## config.mk

```make
export PLATFORM = sky130hd
export DESIGN_NAME = mem_access_unit_flat
export DESIGN_NICKNAME = d
export VERILOG_FILES = /design/src/rtl/mem_access_unit_if.sv /design/src/rtl/mem_access_unit.sv /design/src/flat_wrapper.sv
export SDC_FILE = /design/constraint.sdc
export NUM_CORES = 1
export LEC_CHECK = 0
export CAP_MARGIN = 15
export CORE_MARGIN = 2
export CORE_UTILIZATION = 38
export CTS_CLUSTER_DIAMETER = 80
export DETAILED_ROUTE_END_ITERATION = 7
export HOLD_SLACK_MARGIN = 0.02
export PLACE_DENSITY = 0.76
export REMOVE_ABC_BUFFERS = 1
export SYNTH_ARGS = -nofsm -noshare
export SYNTH_HDL_FRONTEND = slang
export SYNTH_SLANG_ARGS = --single-unit
export TNS_END_PERCENT = 30
```

## constraint.sdc

```tcl
create_clock -name clk -period 1.85 [get_ports clk]
set_input_delay 0.37 -clock clk [delete_from_list [all_inputs] [get_ports clk]]
set_output_delay 0.37 -clock clk [all_outputs]
set_load 0.03 [all_outputs]
```

## src/rtl/mem_access_unit_if.sv

```systemverilog
//======================================================================
// mem_access_unit_if
// Bundles the core-side access handshake and the data-memory request
// bus of mem_access_unit.
// Revision: 1.0 - initial release
//======================================================================
`default_nettype none

interface mem_access_unit_if #(
   parameter int ADDR_WIDTH = 32
);
   logic                  iValid;
   logic                  iMemWrite;
   logic [2:0]            iFunct3;
   logic [ADDR_WIDTH-1:0] iAddr;
   logic [31:0]           iWriteData;
   logic                  oReady;
   logic                  oRespValid;
   logic [31:0]           oReadData;
   logic                  oAddrErr;
   logic                  oTimeout;
   logic                  oMemReq;
   logic                  oMemWE;
   logic [ADDR_WIDTH-1:0] oMemAddr;
   logic [31:0]           oMemWData;
   logic [3:0]            oMemBE;
   logic                  iMemAck;
   logic [31:0]           iMemRData;

   // View taken by the access unit: serves the core, drives the memory bus.
   modport slave (
      input  iValid, iMemWrite, iFunct3, iAddr, iWriteData, iMemAck, iMemRData,
      output oReady, oRespValid, oReadData, oAddrErr, oTimeout,
             oMemReq, oMemWE, oMemAddr, oMemWData, oMemBE
   );

   // View taken by the surroundings: the core and the memory responder.
   modport master (
      output iValid, iMemWrite, iFunct3, iAddr, iWriteData, iMemAck, iMemRData,
      input  oReady, oRespValid, oReadData, oAddrErr, oTimeout,
             oMemReq, oMemWE, oMemAddr, oMemWData, oMemBE
   );
endinterface

`default_nettype wire

```

## src/rtl/mem_access_unit.sv

```systemverilog
//======================================================================
// mem_access_unit
// Load/store initiator: decodes a core access into a word-aligned memory
// request with byte enables, waits for the acknowledge (bounded by
// TIMEOUT), and returns the lane-extracted, extended load result.
// Revision: 1.0 - initial release
//======================================================================
`default_nettype none

module mem_access_unit #(
   parameter int ADDR_WIDTH = 32,
   parameter int TIMEOUT    = 16
) (
   input  wire logic        clk,
   input  wire logic        rst,
   mem_access_unit_if.slave bus
);

   localparam int            CNT_W    = (TIMEOUT < 2) ? 1 : $clog2(TIMEOUT);
   localparam logic [CNT_W-1:0] LAST_WAIT = CNT_W'(TIMEOUT - 1);

   typedef enum logic [1:0] {
      IDLE = 2'd0,
      REQ  = 2'd1,
      DONE = 2'd2
   } state_t;

   state_t                state, state_next;
   logic [CNT_W-1:0]      wait_cnt;
   logic                  is_store;
   logic [2:0]            funct3;
   logic [1:0]            lane;
   logic                  req, we, resp_valid, addr_err, timed_out;
   logic [ADDR_WIDTH-1:0] mem_addr;
   logic [31:0]           wdata, read_data;
   logic [3:0]            be;

   logic                  legal, misaligned, fault, last_wait;
   logic [3:0]            be_new;
   logic [31:0]           wdata_new;
   logic [7:0]            lane_byte;
   logic [15:0]           lane_half;
   logic [31:0]           load_data;

   assign last_wait = (wait_cnt == LAST_WAIT);

   // Decode the incoming access: legality, alignment, byte enables, store lanes.
   always_comb begin
      legal      = 1'b0;
      misaligned = 1'b0;
      be_new     = 4'b0000;
      wdata_new  = '0;
      case (bus.iFunct3)
         3'b000, 3'b001, 3'b010: legal = 1'b1;
         3'b100, 3'b101:         legal = !bus.iMemWrite;
         default:                legal = 1'b0;
      endcase
      case (bus.iFunct3[1:0])
         2'b00: begin
            be_new    = 4'b0001 << bus.iAddr[1:0];
            wdata_new = {4{bus.iWriteData[7:0]}};
         end
         2'b01: begin
            misaligned = bus.iAddr[0];
            be_new     = 4'b0011 << {bus.iAddr[1], 1'b0};
            wdata_new  = {2{bus.iWriteData[15:0]}};
         end
         2'b10: begin
            misaligned = |bus.iAddr[1:0];
            be_new     = 4'b1111;
            wdata_new  = bus.iWriteData;
         end
         default: ;
      endcase
      if (!bus.iMemWrite) wdata_new = '0;
      fault = !legal || misaligned;
   end

   // Pick the addressed lane of the returned word and extend it.
   always_comb begin
      lane_byte = bus.iMemRData[{lane, 3'b000} +: 8];
      lane_half = lane[1] ? bus.iMemRData[31:16] : bus.iMemRData[15:0];
      load_data = '0;
      if (!is_store) begin
         case (funct3)
            3'b000:  load_data = {{24{lane_byte[7]}}, lane_byte};
            3'b001:  load_data = {{16{lane_half[15]}}, lane_half};
            3'b010:  load_data = bus.iMemRData;
            3'b100:  load_data = {24'd0, lane_byte};
            3'b101:  load_data = {16'd0, lane_half};
            default: load_data = '0;
         endcase
      end
   end

   // State register.
   always_ff @(posedge clk) begin
      if (rst) state <= IDLE;
      else     state <= state_next;
   end

   // Next-state: faults skip the memory phase; ack beats the final wait count.
   always_comb begin
      state_next = state;
      case (state)
         IDLE:    if (bus.iValid) state_next = fault ? DONE : REQ;
         REQ:     if (bus.iMemAck || last_wait) state_next = DONE;
         DONE:    state_next = IDLE;
         default: state_next = IDLE;
      endcase
   end

   // Datapath: latch the access, hold the request, build the one-cycle response.
   always_ff @(posedge clk) begin
      if (rst) begin
         wait_cnt   <= '0;
         is_store   <= 1'b0;
         funct3     <= 3'b000;
         lane       <= 2'b00;
         req        <= 1'b0;
         we         <= 1'b0;
         mem_addr   <= '0;
         wdata      <= '0;
         be         <= 4'b0000;
         resp_valid <= 1'b0;
         addr_err   <= 1'b0;
         timed_out  <= 1'b0;
         read_data  <= '0;
      end else begin
         resp_valid <= 1'b0;
         addr_err   <= 1'b0;
         timed_out  <= 1'b0;
         read_data  <= '0;
         case (state)
            IDLE: begin
               if (bus.iValid) begin
                  is_store <= bus.iMemWrite;
                  funct3   <= bus.iFunct3;
                  lane     <= bus.iAddr[1:0];
                  wait_cnt <= '0;
                  if (fault) begin
                     resp_valid <= 1'b1;
                     addr_err   <= 1'b1;
                  end else begin
                     req      <= 1'b1;
                     we       <= bus.iMemWrite;
                     mem_addr <= {bus.iAddr[ADDR_WIDTH-1:2], 2'b00};
                     wdata    <= wdata_new;
                     be       <= be_new;
                  end
               end
            end
            REQ: begin
               if (bus.iMemAck || last_wait) begin
                  req        <= 1'b0;
                  we         <= 1'b0;
                  mem_addr   <= '0;
                  wdata      <= '0;
                  be         <= 4'b0000;
                  resp_valid <= 1'b1;
                  if (bus.iMemAck) read_data <= load_data;
                  else             timed_out <= 1'b1;
               end else begin
                  wait_cnt <= wait_cnt + 1'b1;
               end
            end
            default: ;
         endcase
      end
   end

   assign bus.oReady     = (state == IDLE);
   assign bus.oRespValid = resp_valid;
   assign bus.oReadData  = read_data;
   assign bus.oAddrErr   = addr_err;
   assign bus.oTimeout   = timed_out;
   assign bus.oMemReq    = req;
   assign bus.oMemWE     = we;
   assign bus.oMemAddr   = mem_addr;
   assign bus.oMemWData  = wdata;
   assign bus.oMemBE     = be;

endmodule

`default_nettype wire
```

## src/flat_wrapper.sv

```systemverilog
// flat-port wrapper written by rule: the top's interface ports become plain ports
module mem_access_unit_flat 
#(
   parameter int ADDR_WIDTH = 32,
   parameter int TIMEOUT    = 16
)
  (clk, rst, bus_iValid, bus_iMemWrite, bus_iFunct3, bus_iAddr, bus_iWriteData, bus_iMemAck, bus_iMemRData, bus_oReady, bus_oRespValid, bus_oReadData, bus_oAddrErr, bus_oTimeout, bus_oMemReq, bus_oMemWE, bus_oMemAddr, bus_oMemWData, bus_oMemBE);
  mem_access_unit_if #(.ADDR_WIDTH(ADDR_WIDTH)) bus_i ();
  input  wire logic clk;
  input  wire logic rst;
  input wire logic [$bits(bus_i.iValid)-1:0] bus_iValid;
  input wire logic [$bits(bus_i.iMemWrite)-1:0] bus_iMemWrite;
  input wire logic [$bits(bus_i.iFunct3)-1:0] bus_iFunct3;
  input wire logic [$bits(bus_i.iAddr)-1:0] bus_iAddr;
  input wire logic [$bits(bus_i.iWriteData)-1:0] bus_iWriteData;
  input wire logic [$bits(bus_i.iMemAck)-1:0] bus_iMemAck;
  input wire logic [$bits(bus_i.iMemRData)-1:0] bus_iMemRData;
  output wire logic [$bits(bus_i.oReady)-1:0] bus_oReady;
  output wire logic [$bits(bus_i.oRespValid)-1:0] bus_oRespValid;
  output wire logic [$bits(bus_i.oReadData)-1:0] bus_oReadData;
  output wire logic [$bits(bus_i.oAddrErr)-1:0] bus_oAddrErr;
  output wire logic [$bits(bus_i.oTimeout)-1:0] bus_oTimeout;
  output wire logic [$bits(bus_i.oMemReq)-1:0] bus_oMemReq;
  output wire logic [$bits(bus_i.oMemWE)-1:0] bus_oMemWE;
  output wire logic [$bits(bus_i.oMemAddr)-1:0] bus_oMemAddr;
  output wire logic [$bits(bus_i.oMemWData)-1:0] bus_oMemWData;
  output wire logic [$bits(bus_i.oMemBE)-1:0] bus_oMemBE;
  assign bus_i.iValid = bus_iValid;
  assign bus_i.iMemWrite = bus_iMemWrite;
  assign bus_i.iFunct3 = bus_iFunct3;
  assign bus_i.iAddr = bus_iAddr;
  assign bus_i.iWriteData = bus_iWriteData;
  assign bus_i.iMemAck = bus_iMemAck;
  assign bus_i.iMemRData = bus_iMemRData;
  assign bus_oReady = bus_i.oReady;
  assign bus_oRespValid = bus_i.oRespValid;
  assign bus_oReadData = bus_i.oReadData;
  assign bus_oAddrErr = bus_i.oAddrErr;
  assign bus_oTimeout = bus_i.oTimeout;
  assign bus_oMemReq = bus_i.oMemReq;
  assign bus_oMemWE = bus_i.oMemWE;
  assign bus_oMemAddr = bus_i.oMemAddr;
  assign bus_oMemWData = bus_i.oMemWData;
  assign bus_oMemBE = bus_i.oMemBE;
  mem_access_unit #(.ADDR_WIDTH(ADDR_WIDTH), .TIMEOUT(TIMEOUT)) u_core (.clk(clk), .rst(rst), .bus(bus_i));
endmodule
```

After elaboration in Yosys (flattened, before gate mapping)
Cells that the tools add are included.
- register bits: 117
- word-level logic and storage cells: 94
- add/sub/neg operators: 1
- equal/unequal tests: 16
- shift-type cells: 3
- mux-type cells: 37
- bitwise operators: 4
- reduce and logical (&&, ||, !) cells: 19
- operators with widths (cell ; number):
    $mux 32 ; 6
    $pmux 32 s5 ; 1
    $pmux 32 s2 ; 2
    $pmux 32 s3 ; 1
    $shiftx 32x6->8 ; 1
    $mux 4 ; 5
    $mux 16 ; 1
    $pmux 4 s2 ; 2
    $eq 3x3->1 const B ; 4
    $pmux 4 s3 ; 1
    $pmux 1 s2 ; 5
    $mux 1 ; 9
    $eq 3x1->1 const B ; 2
    $eq 3x2->1 const B ; 2
    $logic_not 3->1 ; 2
    $mux 2 ; 3
    $ne 2x2->1 const B ; 3
    $reduce_or 2->1 ; 3
    $reduce_or 3->1 ; 2
    $reduce_or 5->1 ; 1
    $add 4x1->4 const B ; 1
    $eq 2x1->1 const B ; 2
    $eq 4x4->1 const B ; 1
    $logic_not 2->1 ; 2
    other kinds (12) ; 18

Depth between registers and ports, before layout
- depth after elaboration: 8
- depth in mapped cells: 8

Worst setup path before layout
OpenSTA, ideal clock, no wires.
- path kind: in2reg
- start: input bus_iFunct3[1]
- end: register u_core.wdata[11], in the netlist u_core.bus.oMemWData[11]
- library setup time: 0.121 ns
- arrival: 1.806 ns
- required time: 1.729 ns
- setup slack: -0.077 ns
- stages: 7
- path through: inv_1 -> ha_1 -> nor3_2 -> a211oi_4 -> a21oi_2 -> buf_6 -> mux2_4
- longest elaborated chain between the ends: 7
- elaborated cells between the ends (all ways): 21
- ends and longest elaborated chain (item ; RTL line ; source):
    start: declaration ; flat_wrapper.sv:13 ; input wire logic [$bits(bus_i.iFunct3)-1:0] bus_iFunct3;
    $eq 3x1->1 (tied with other cells) ; mem_access_unit.sv:53 ; case (bus.iFunct3)
    $reduce_or 3->1 or $reduce_or 2->1 (tied branches) ; mem_access_unit.sv:53 ;
    $pmux 1 s2 ; mem_access_unit.sv:53 ;
    $logic_not 1->1 ; mem_access_unit.sv:76 ; fault = !legal || misaligned;
    $logic_or 1x1->1 ; mem_access_unit.sv:76 ;
    $ne 2x2->1 (no line) ; -- ;
    $reduce_and 4->1 (no line) ; -- ;
    end signal: assignment ; mem_access_unit.sv:148 ; wdata <= wdata_new;
    end: declaration ; mem_access_unit.sv:35 ; logic [31:0] wdata, read_data;
Parallel ways exist; a longest one is shown, timed or not. The select of a mux whose other input is x is not followed.
A chain may end at the register's enable or synchronous reset.

Final worst setup path
- start: register u_core.wdata[1], in the netlist u_core.bus.oMemWData[1]
- end: output bus_oMemWData[1]
- RTL lines (item ; RTL line ; source):
    end: declaration ; flat_wrapper.sv:26 ; output wire logic [$bits(bus_i.oMemWData)-1:0] bus_oMemWData;
No word-level cell between the ends.

==> impl_results.md <==
- Max Cap Viol: 0
- Netlist cell types: 44
- Num CTS Buffers: 17
- Worst-skew pair later-pin latency: 0.41 ns
- DRC violations left: 0
- HPWL after DPL: ~11,000 µm
- Placement Cell Area: 7340 µm²
- Final setup margin: 0.0277 ns
- Syn avg cell area: approximately 10 µm²
- First-pass GRT wire length: 24,500 µm
- Cell family with most CP delay: buffers and inverters
- Vias in the first global route: 4,815
- Largest family of logic cells by synthesized area: compound AO/OA/AOI/OAI gates
- Layout cell share with drive strength beyond 1: between 10% and 20%
- GRT overflow: 0
- Yosys warning count: 0
- Xor and xnor area share after synthesis: less than 1%
- DRT iter0 DRCs: 512
- Yosys top cell area share: 48.1%
- Static leakage: between 3 and 4 nW
- Largest net degree at the start of global routing: 37
- Post-route antenna net violation count: 0
- Antenna diode count: 0
- Worst Skew: 0.0118 ns
- Critical Path Fanout Max: 2
- Slowest stage delay, CP: 0.72 ns
- Worst setup SP type: flip-flop
- CTS tree: built
- Most frequently used flop master after synthesis: dfxtp_1
- Design Power: 6.70 mW
- Post-DR wirelength/cell: 17.4 µm
- Kind of critical path: reg2out
- Synthesis-to-finish area growth: 70.4%
- Cells after Synth: approximately 480
- CP Cell Sequence: clkdlybuf4s50_1
- IO Count: 210
- Most frequent cells in the layout: 192 x clkdlybuf4s50_1, 115 x dfxtp_1, 51 x buf_4, 41 x nor2_1, 41 x a21oi_1
- Crit share post-route: 98.5%
- HP Class: in2reg
- Crit path capture type: output port
- Max Root-Sink Buffers: 2
- Final WL: 15,900 µm
- Via density: 5.17
- Design Area, Final: 8160 µm²
- Final Setup Violations: 0
- Port bufs: 207
- Mux contribution to synthesized area: 9.54%
- Vias: 4,707
- Pwr Density: 822 nW/µm²
- Reg clk slew, reported paths: 0.05 ns
- Critical path arrival: 1.45 ns
- GR Util All Layers: 23.4%
- RSZ-0062 raised after global routing: no
- Fin. Hold Viols: 0
- Mapped cell area: about 4800 µm²
- Synth Area in Adders: 1.31%
- Number of synthesized flops with an enable pin: 0
- Fmax: 549 MHz
- Core Region: about 12,000 µm²
- Die height: 116 µm
- Seq/Total Area, Yosys: 48.1%
- Commonest non-fill, non-tap cell in the layout: clkdlybuf4s50_1
- Die ar.: 13,500 µm²
- Simple-gate share of the synthesized area: 13.8%
- Clock sink total: approximately 120
- Worst path bufs/invs: 1
- Cell row count: 40
- Setup TNS: 0 ns
- # H-tree levels: 4
- Rel. slew slack: 63.7%
- Most area-consuming cells after synthesis: dfxtp_1 48%, a22o_1 6.6%, mux2_4 6.3%, a21oi_1 4.3%, a22oi_1 3.8%
- First-pass iteration count of the detailed router: 5
- Routability congestion estimate from global placement: 0.857
- Fin crit period: 1.82 ns
- CP required: 1.48 ns
- Post-synth ARST share: 0%
- Final nets: 839
- Pre-CTS setup slack: -0.778 ns
- Synthesized flop and latch total: 115
- Worst vdd ir: 0.000531 V
- Yosys top cell by area: dfxtp_1
- Final Max Slew Viols: 0
- Fillcell total: 916
- Initial antenna violation count: 0
- Die width: 116 µm
- CTS root buffer: clkbuf_16
- Status: finished clean
- Slowest cell on the critical path: clkdlybuf4s50_1
- Initial Util: 39.4%
- Worst Tran Pin Value: 0.544 ns
- Compound-Gate Fraction of Synth Area: 22.5%
[per-layer routing]
metal / global-route usage, % / vias to the layer above / routed length [µm]
met1: 28.8 / 2224 / 6660
met3: 5.24 / 29 / 920
met2: 40.1 / 212 / 7980
met5: 0 / - / 0
li1: - / 2242 / -
met4: 8.73 / 0 / 302
[final cells by class]
class | instances | area, µm² | area share [%]
Timing Repair Buffer | 272 | 2740 | 33.6
Multi-Input combinational cell | 318 | 2360 | 29.0
Sequential cell | 115 | 2300 | 28.2
Clock buffer | 23 | 458 | 5.62
Tap cell | 168 | 210 | 2.58
Clock inverter | 9 | 58.8 | 0.721
Inverter | 6 | 22.5 | 0.276
[per-stage QoR]
step,cells,hold WS (ns),utilization [%]
detailed placement,864,0.453,60.4
global placement,864,0.438,60.4
global route,911,0.332,67.1
floorplan,439,0.431,-
CTS,910,0.292,66.7
finish,911,0.341,67.1
[power breakdown]
| group | internal (mW) | switching, mW | total, mW |
|---|---|---|---|
| clock network | 1.73 | 1.14 | 2.87 |
| registers | 2.55 | 0.0446 | 2.60 |
| logic | 0.639 | 0.597 | 1.24 |
[cell usage after synthesis, types with 3 or more instances]
cell	instances
a21o_1	5
a21oi_1	41
a222oi_1	16
a22o_1	36
a22oi_1	24
a32o_1	7
and2_1	4
and3_1	3
buf_1	3
buf_2	12
clkbuf_1	19
dfxtp_1	115
ha_1	5
inv_1	6
mux2_2	11
mux2_4	20
nand2_1	35
nand3_1	5
nor2_1	41
nor2b_1	28
nor3_1	5
o21a_1	3
o21ai_0	4
[worst paths after layout]
kind              slack, ns                       end  cells after the start               startpoint
hold / removal         0.34          u_core.funct3[0]                      3           bus_iFunct3[0]
setup / recovery       0.03          bus_oMemWData[1]                      1  u_core.bus.oMemWData[1]
setup reg to reg       0.06  u_core.bus.oMemWData[20]                      6          u_core.state[0]
hold reg to reg        0.46   u_core.bus.oMemWData[0]                      1  u_core.bus.oMemWData[0]
[kinds of logic after synthesis]
kind of cell / after synthesis
AND/OR/NAND/NOR: 133
XOR/XNOR: 2
adder cells (fa/ha/maj): 5
other: 1
flip-flops: 115
AO/OA/AOI/OAI: 143
multiplexers: 33
buffers and inverters: 44
[sequential cells by signal, indices dropped and copies added (netlist names), 2 cells and up]
name                  flops
u_core.bus.oMemWData     32
u_core.bus.oReadData     32
u_core.bus.oMemAddr      30
u_core.bus.oMemBE         4
u_core.wait_cnt           4
u_core.funct3             3
u_core.lane               2
u_core.state              2
[timing repair]
| action | in CTS | in global routing |
|---|---|---|
| hold buffers | 0 | 0 |
| buffers inserted | 10 | 1 |
| pin swaps | 6 | 2 |
| resized for setup | 25 | 15 |
| gates cloned | 4 | 0 |
| hold endpoints to repair | 0 | 0 |
| endpoints found under the setup margin | 72 | 71 |
Note: power is estimated with default switching activity, not from simulation.
